<file path="config.mk">
export PLATFORM = sky130hd
export DESIGN_NAME = descriptor_memory
export DESIGN_NICKNAME = d
export VERILOG_FILES = /design/src/rtl/descriptor_memory.sv
export SDC_FILE = /design/constraint.sdc
export NUM_CORES = 2
export LEC_CHECK = 0
export ABC_AREA = 1
export CAP_MARGIN = 15
export CORE_MARGIN = 1.5
export CORE_UTILIZATION = 55
export CTS_BUF_LIST = sky130_fd_sc_hd__clkbuf_16
export CTS_CLUSTER_SIZE = 16
export DETAILED_ROUTE_END_ITERATION = 8
export GPL_TIMING_DRIVEN = 0
export HOLD_SLACK_MARGIN = 0.1
export PLACE_DENSITY = 0.81
export SLEW_MARGIN = 20
export SYNTH_ARGS = -nofsm -noshare
export SYNTH_HDL_FRONTEND = slang
export SYNTH_SLANG_ARGS = --single-unit
</file>
<file path="constraint.sdc">
create_clock -name clk_i -period 46.5 [get_ports clk_i]
set_input_delay 4.65 -clock clk_i [delete_from_list [all_inputs] [get_ports clk_i]]
set_output_delay 4.65 -clock clk_i [all_outputs]
set_load 0.005 [all_outputs]
</file>
<file path="src/rtl/descriptor_memory.sv">
// Descriptor table: NUM_DESCRIPTORS entries of {src, dst, payload pointer}
// plus a valid bit each. One registered read port (write-first), one write
// port sharing the same address, a synchronous clear and a running count of
// valid entries.
module descriptor_memory #(
    parameter int unsigned NUM_DESCRIPTORS = 16,
    parameter int unsigned ADDR_W          = $clog2(NUM_DESCRIPTORS)
) (
    input  logic              clk_i,
    input  logic              rst_i,
    input  logic [ADDR_W-1:0] addr_i,
    input  logic              write_enable_i,
    input  logic [63:0]       write_data_i,
    input  logic              clear_i,
    output logic [15:0]       src_address_o,
    output logic [15:0]       dst_address_o,
    output logic [31:0]       payload_ptr_o,
    output logic              valid_o,
    output logic [ADDR_W:0]   count_o
);

    localparam logic [ADDR_W:0] CNT_ONE = {{ADDR_W{1'b0}}, 1'b1};

    logic [63:0]                mem_q [NUM_DESCRIPTORS];
    logic [63:0]                mem_d [NUM_DESCRIPTORS];
    logic [NUM_DESCRIPTORS-1:0] valid_q, valid_d;
    logic [63:0]                rd_data_q, rd_data_d;
    logic                       rd_valid_q, rd_valid_d;
    logic [ADDR_W:0]            count_q, count_d;

    logic                       addr_in_range;
    logic [ADDR_W-1:0]          idx;

    // Address decode: out-of-range indices never touch the array; they are
    // folded onto entry 0 so the index stays legal, and gated off below.
    always_comb begin
        addr_in_range = (32'(addr_i) < NUM_DESCRIPTORS);
        idx           = addr_in_range ? addr_i : '0;
    end

    // Next-state: clear wins over write; the read sees the post-write entry
    // (write-first), and the count grows only when an invalid entry fills.
    always_comb begin
        // NOTE: every signal gets a default before any branch, so no path
        // leaves one unassigned and no latch is inferred.
        mem_d      = mem_q;
        valid_d    = valid_q;
        count_d    = count_q;
        rd_data_d  = '0;
        rd_valid_d = 1'b0;

        if (clear_i) begin
            mem_d   = '{default: '0};
            valid_d = '0;
            count_d = '0;
        end else begin
            if (write_enable_i && addr_in_range) begin
                mem_d[idx]   = write_data_i;
                valid_d[idx] = 1'b1;
                if (!valid_q[idx]) begin
                    count_d = count_q + CNT_ONE;
                end
            end
            if (addr_in_range) begin
                rd_data_d  = mem_d[idx];
                rd_valid_d = valid_d[idx];
            end
        end
    end

    // State registers: asynchronous reset empties the table immediately.
    always_ff @(posedge clk_i or posedge rst_i) begin
        if (rst_i) begin
            // NOTE: the storage array is reset too, because a reset must
            // discard every stored descriptor, not just the valid bits.
            mem_q      <= '{default: '0};
            valid_q    <= '0;
            rd_data_q  <= '0;
            rd_valid_q <= 1'b0;
            count_q    <= '0;
        end else begin
            // NOTE: non-blocking assignments so every register samples the
            // pre-edge values, independent of statement order.
            mem_q      <= mem_d;
            valid_q    <= valid_d;
            rd_data_q  <= rd_data_d;
            rd_valid_q <= rd_valid_d;
            count_q    <= count_d;
        end
    end

    // Output fields unpacked from the read register.
    always_comb begin
        src_address_o = rd_data_q[63:48];
        dst_address_o = rd_data_q[47:32];
        payload_ptr_o = rd_data_q[31:0];
        valid_o       = rd_valid_q;
        count_o       = count_q;
    end

endmodule

</file>
Yosys cells after proc, flatten, opt, wreduce, memory -nomap -nowiden
Index checks and enable logic that the tools add are counted.
{"block": "classes", "add_sub_neg": 1, "magnitude_cmp": 4, "n_eq_ne": 1, "mux": 23, "n_bitwise": 2, "reduce_logical": 4}
{"operator": "$mux W1024", "n": 3}
{"operator": "$bwmux W1024", "n": 1}
{"operator": "$bmux W64 S4", "n": 1}
{"operator": "$demux W64 S4", "n": 1}
{"operator": "$mux W64", "n": 4}
{"operator": "$mux W16", "n": 3}
{"operator": "$or A16 B16 Y16", "n": 1}
{"operator": "$mux W5", "n": 3}
{"operator": "$bmux W1 S4", "n": 2}
{"operator": "$add A5 B1 Y5 const B", "n": 1}
{"operator": "$ge A5 B5 Y1 const B", "n": 1}
{"operator": "$lt A4 B5 Y1 const B", "n": 1}
{"operator": "$lt A5 B1 Y1 const B", "n": 1}
{"operator": "$not A4 Y5", "n": 1}
{"operator": "$demux W1 S4", "n": 1}
{"operator": "$ge A4 B1 Y1 const B", "n": 1}
{"operator": "$mux W1", "n": 4}
{"operator": "$logic_and A1 B1 Y1", "n": 2}
{"operator": "$ne A2 B2 Y1 const B", "n": 1}
{"operator": "$reduce_and A2 Y1", "n": 1}
{"operator": "$reduce_bool A2 Y1", "n": 1}
{"block": "totals", "register_bits": 1110, "inputBits": 72, "out_inout_bits": 70, "word_cells": 55}

Logic depth before layout (Yosys ltp)
{"block": "logic_depth", "ltp_word": 12, "ltp_mapped": 13, "ltp_nobuf": 11}

Worst setup path before layout
OpenSTA, ideal clock, no wires.
{"block": "synth_path", "kind": "input to register", "startpoint": "input addr_i[0]", "endpoint": "register rd_data_q[58]", "setup_ps": 72, "arrival_time_ps": 6127, "required_time_ps": 46428, "slack_ps": 40301, "stages": 12, "n_path_buf": 3, "cell_sequence": "buf_2 -> inv_1 -> nand3_2 -> nor2_1 -> buf_2 -> buf_2 -> nand2_1 -> nand3_1 -> nand2_1 -> o21ai_1 -> nand3_1 -> nor2_1"}
{"block": "synth_between", "elab_chain_cells": 12, "elab_cells_between_ends": 13, "cone_classes": "order compare (2); mux (9); bitwise (1); reduce/logical (1)"}
{"element": "start: declaration", "line_no": "11", "source": "input logic [ADDR_W-1:0] addr_i,"}
{"element": "$not A4 Y5 (not written as such) *", "line_no": "58, 65"}
{"element": "$ge A5 B5 Y1 (not written as such) / $lt A5 B1 Y1 (equally long branches)", "line_no": "58", "source": "mem_d[idx] = write_data_i;"}
{"element": "$logic_and A1 B1 Y1 (not written as such)", "line_no": "58"}
{"element": "$mux W64 (not written as such)", "line_no": "58"}
{"element": "$demux W64 S4", "line_no": "58"}
{"element": "$bwmux W1024", "line_no": "58"}
{"element": "$mux W1024", "line_no": "57", "source": "if (write_enable_i && addr_in_range) begin"}
{"element": "$mux W1024", "line_no": "52", "source": "if (clear_i) begin"}
{"element": "$bmux W64 S4 *", "line_no": "65", "source": "rd_data_d = mem_d[idx];"}
{"element": "$mux W64 (not written as such) * (2 in a row)", "line_no": "65"}
{"element": "$mux W64 *", "line_no": "52"}
{"element": "net rd_data_d[58]", "line_no": "27", "source": "logic [63:0] rd_data_q, rd_data_d;"}
{"element": "end signal: assignment", "line_no": "86", "source": "rd_data_q <= rd_data_d;"}
{"element": "end: declaration", "line_no": "27"}
The timed path passes the listed nets; every way through them passes the cells marked *. The select of a mux whose other input is x is not followed.
A chain may end at the register's enable or synchronous reset.

Worst setup path in the final report
{"block": "layout_path", "startpoint": "input addr_i[2]", "endpoint": "register rd_data_q[24]"}
The elaborated chain is that of the path after synthesis.

==> qor.txt <==
Pleak - 27.3 nW
Num CTS Buffers - 118
Seq cells post-synth - 1110
Final TNS setup - 0 ns
Die Height - 311 um
Overall Global Routing Usage - 0.466
Final worst slack - 38.02 ns
Comb power frac - 0.120
CP peak stage delay - 0.97 ns
Core Region - 93700 um2
Worst Path Required - 47.09 ns
Vias - 53700
Cell mode on critical path - nand2_1
Clock skew - 0.0217 ns
I/O pin count - 142
Fin area - 59300 um2
Power density cells - 37.1 nW/um2
Leading cell types by count after synthesis - nand2_1 (2592), dfrtp_1 (1110), nand3_1 (698), a21oi_1 (625), nor2_1 (493)
Worst slew margin - 0.0938
Die X - 311 um
Fin crit period - 8.48 ns
Drt wl/cell - 27.0 um
Worst setup SP type - primary input
Placer congestion estimate - 1.03
Setup CP Type - in -> reg
Initial antenna violation count - 15
Clk root buf - clkbuf_16
Most used DFF post-synth - dfrtp_1
Pin count of the biggest net entering global routing - 106
RSZ-0062 raised after global routing - false
Clock Power Share - 0.429
Port Buf Inserts - 130
Drt first pass iters - 8
Post-synthesis instance total - 6900
Critical path's top delay family - simple AND/OR/NAND/NOR gates
DRT iter0 DRCs - 8733
Grt ovf - 0
Most instantiated library cell after synthesis - nand2_1
Fmax - 0.118 GHz
Post-CTS Setup Bufs - 0
Status - complete, no violations
Post-Syn Area per Cell - 7.58 um2
Max-slew violations - 0
Synth area leader - dfrtp_1
Share of cells above drive strength 1 - 0.0419
Synth area leaders - dfrtp_1 (53%), nand2_1 (19%), nand3_1 (6.7%), a21oi_1 (6.0%), nor2_1 (3.5%)
Syn nets - 6973
Post-CTS Resized - 0
Sw Ratio - 0.285
Nets - 7234
# setup viols final - 0
Starting Density - 0.558
Area Growth Syn to Fin - 13.4%
Synth Area in Compound Gates - 0.121
Min-Delay Path Class - reg -> reg
Fillers - 8270
Post-Synthesis Cell Area - 52300 um2
# Max-Cap Violations - 0
Measured slew at the worst slew-check pin - 1.36 ns
Residual DRC - 0
Remaining antenna violation count - 0
Post-synthesis mux area share - 0
First-pass GRT wire length - 329000 um
CTS Hold Buffers Added - 0
Final core utilization - 0.633
CTS tree - done
Clock slew seen by the registers of the worst setup and hold paths - 0.06 ns
Pre-CTS setup slack - 37.77 ns
Buf+Inv Stages, Crit Path - 3
Yosys warning count - 0
Sequential power share - 0.450
H-tree depth - 3
Sw Pwr - 0.000628 W
Seq/Total Area, Yosys - 0.531
Crit-path cells - clkdlybuf4s50_1, nand2_1, nor2_2, buf_2, buf_2, nand2_1, nand3_1, nand2_1, o21ai_0, nand3_1, nor2_1
Worst-path maximum fanout - 10
Crit share post-route - 0.182
Worst skew pair latency - 0.74 ns
Die area - 97000 um2
Yosys top cell area share - 0.531
Hpwl dp - 167000 um
Rows - 112
Async set-reset flop share out of synthesis - 1.00
Simple-Gate Fraction of Synth Area - 0.298
Adder-cell share of the synthesized area - 0.000239
Arrival time worst endpoint - 9.07 ns
Crit path max-delay cell type - nor2_2
EDFF count, synth - 0
Int Pwr - 0.00157 W
Drt total wl - 230000 um
Via-per-instance ratio - 6.29
Critical Path Sink Type - flip-flop
Placed inst area - 55500 um2
Vias in the first global route - 49800
CTS max path bufs - 3
Synth unique cells - 21
Peak supply drop - 0.0000314 V
XOR/XNOR share of the synthesized area - 0.000502
WHS - 0.523 ns
Endpoints failing hold - 0
Combinational family with the most area after synthesis - simple AND/OR/NAND/NOR gates
Num Clock Sinks - 1110
registers in the layout, indices dropped and copies added (netlist names):
name and cells:
count_o 5, mem_q 1024, valid_q 16, rd_data_q 64, valid_o 1
cells by family (layout without fill, tap and decap cells):
family	after synthesis	after routing
compound gates	1259	1259
xor+xnor	3	3
fa+ha+maj	1	1
buf+inv	660	1023
flops	1110	1110
other cells	0	13
simple gates	3867	3867
power by group through the flow:
stage          logic (W)  registers, W  clock network [W]
3_5_place_dp    0.000248       0.00101                  0
4_1_cts         0.000250      0.000991           0.000934
6_report        0.000265      0.000991           0.000945
5_1_grt         0.000275      0.000992           0.000975
3_3_place_gp    0.000242       0.00101                  0
2_1_floorplan   0.000132       0.00101                  0
final timing paths:
check                      slack (ns)       endpoint  cells past startpoint   startpoint
max                             38.02  rd_data_q[24]                     11    addr_i[2]
min                              0.52     mem_q[297]                      2   mem_q[297]
max reg2reg                     44.66     count_o[1]                      8  valid_q[10]
min reg2reg                      0.52     mem_q[297]                      2   mem_q[297]
max in group asynchronous       40.03     mem_q[876]                      5        rst_i
min in group asynchronous        4.45     mem_q[525]                      2        rst_i
cell type report:
class / instances / area (um2) / area share
diodes: 13 / 32.5 / 0.000548
plain buffers: 541 / 2150 / 0.0362
clock buffers: 123 / 3080 / 0.0519
clock inverters: 99 / 693 / 0.0117
inverters: 119 / 454 / 0.00765
multi-input cells: 5130 / 22000 / 0.370
flip-flops and latches: 1110 / 27800 / 0.468
well taps: 1254 / 1570 / 0.0264
repair buffers: 141 / 1600 / 0.0270
worst reg2reg max path: cells and delay by family (launching register included):
kind	cells	cell delay [ns]
AOI/OAI and AO/OA	1	0.09
and+or+nand+nor	6	1.17
buffers and inverters	1	0.10
DFF	1	0.38
layer usage:
| metal | GRT usage | vias to the layer above | share of wire | wire, um |
|---|---|---|---|---|
| li1 | - | 23000 | - | - |
| met1 | 0.604 | 25600 | 0.37 | 84600 |
| met2 | 0.653 | 4066 | 0.41 | 94200 |
| met3 | 0.200 | 938 | 0.16 | 35800 |
| met4 | 0.259 | 8 | 0.068 | 15600 |
| met5 | 0 | - | 0.00035 | 80 |
stage by stage:
step           total power [W]  instances
2_1_floorplan          0.00114       6900
3_3_place_gp           0.00125       8284
3_5_place_dp           0.00126       8295
4_1_cts                0.00217       8517
5_1_grt                0.00224       8518
6_report               0.00220       8530
placed cells by master, fill, tap and decap left out:
| cell | synthesis | layout |
|---|---|---|
| a21oi_1 | 625 | 625 |
| buf_1 | 45 | 43 |
| buf_16 | 0 | 11 |
| buf_2 | 84 | 85 |
| bufinv_16 | 0 | 9 |
| clkbuf_1 | 412 | 403 |
| clkbuf_16 | 0 | 123 |
| clkbuf_2 | 0 | 10 |
| clkdlybuf4s50_1 | 0 | 130 |
| clkinv_1 | 0 | 28 |
| clkinv_2 | 0 | 35 |
| clkinv_4 | 0 | 1 |
| clkinvlp_4 | 0 | 4 |
| dfrtp_1 | 1110 | 1110 |
| diode_2 | 0 | 13 |
| ha_1 | 1 | 1 |
| inv_1 | 112 | 131 |
| inv_16 | 0 | 1 |
| inv_2 | 7 | 7 |
| inv_6 | 0 | 1 |
| inv_8 | 0 | 1 |
| nand2_1 | 2592 | 2592 |
| nand3_1 | 698 | 698 |
| nand3_2 | 3 | 3 |
| nand4_1 | 67 | 67 |
| nor2_1 | 493 | 492 |
| nor2_2 | 10 | 11 |
| nor2_4 | 2 | 2 |
| nor3_1 | 2 | 2 |
| o21ai_0 | 348 | 348 |
| o21ai_1 | 277 | 277 |
| o22ai_1 | 5 | 5 |
| o31ai_1 | 4 | 4 |
| xor2_1 | 3 | 3 |
Power figures use the tool's default switching activity.
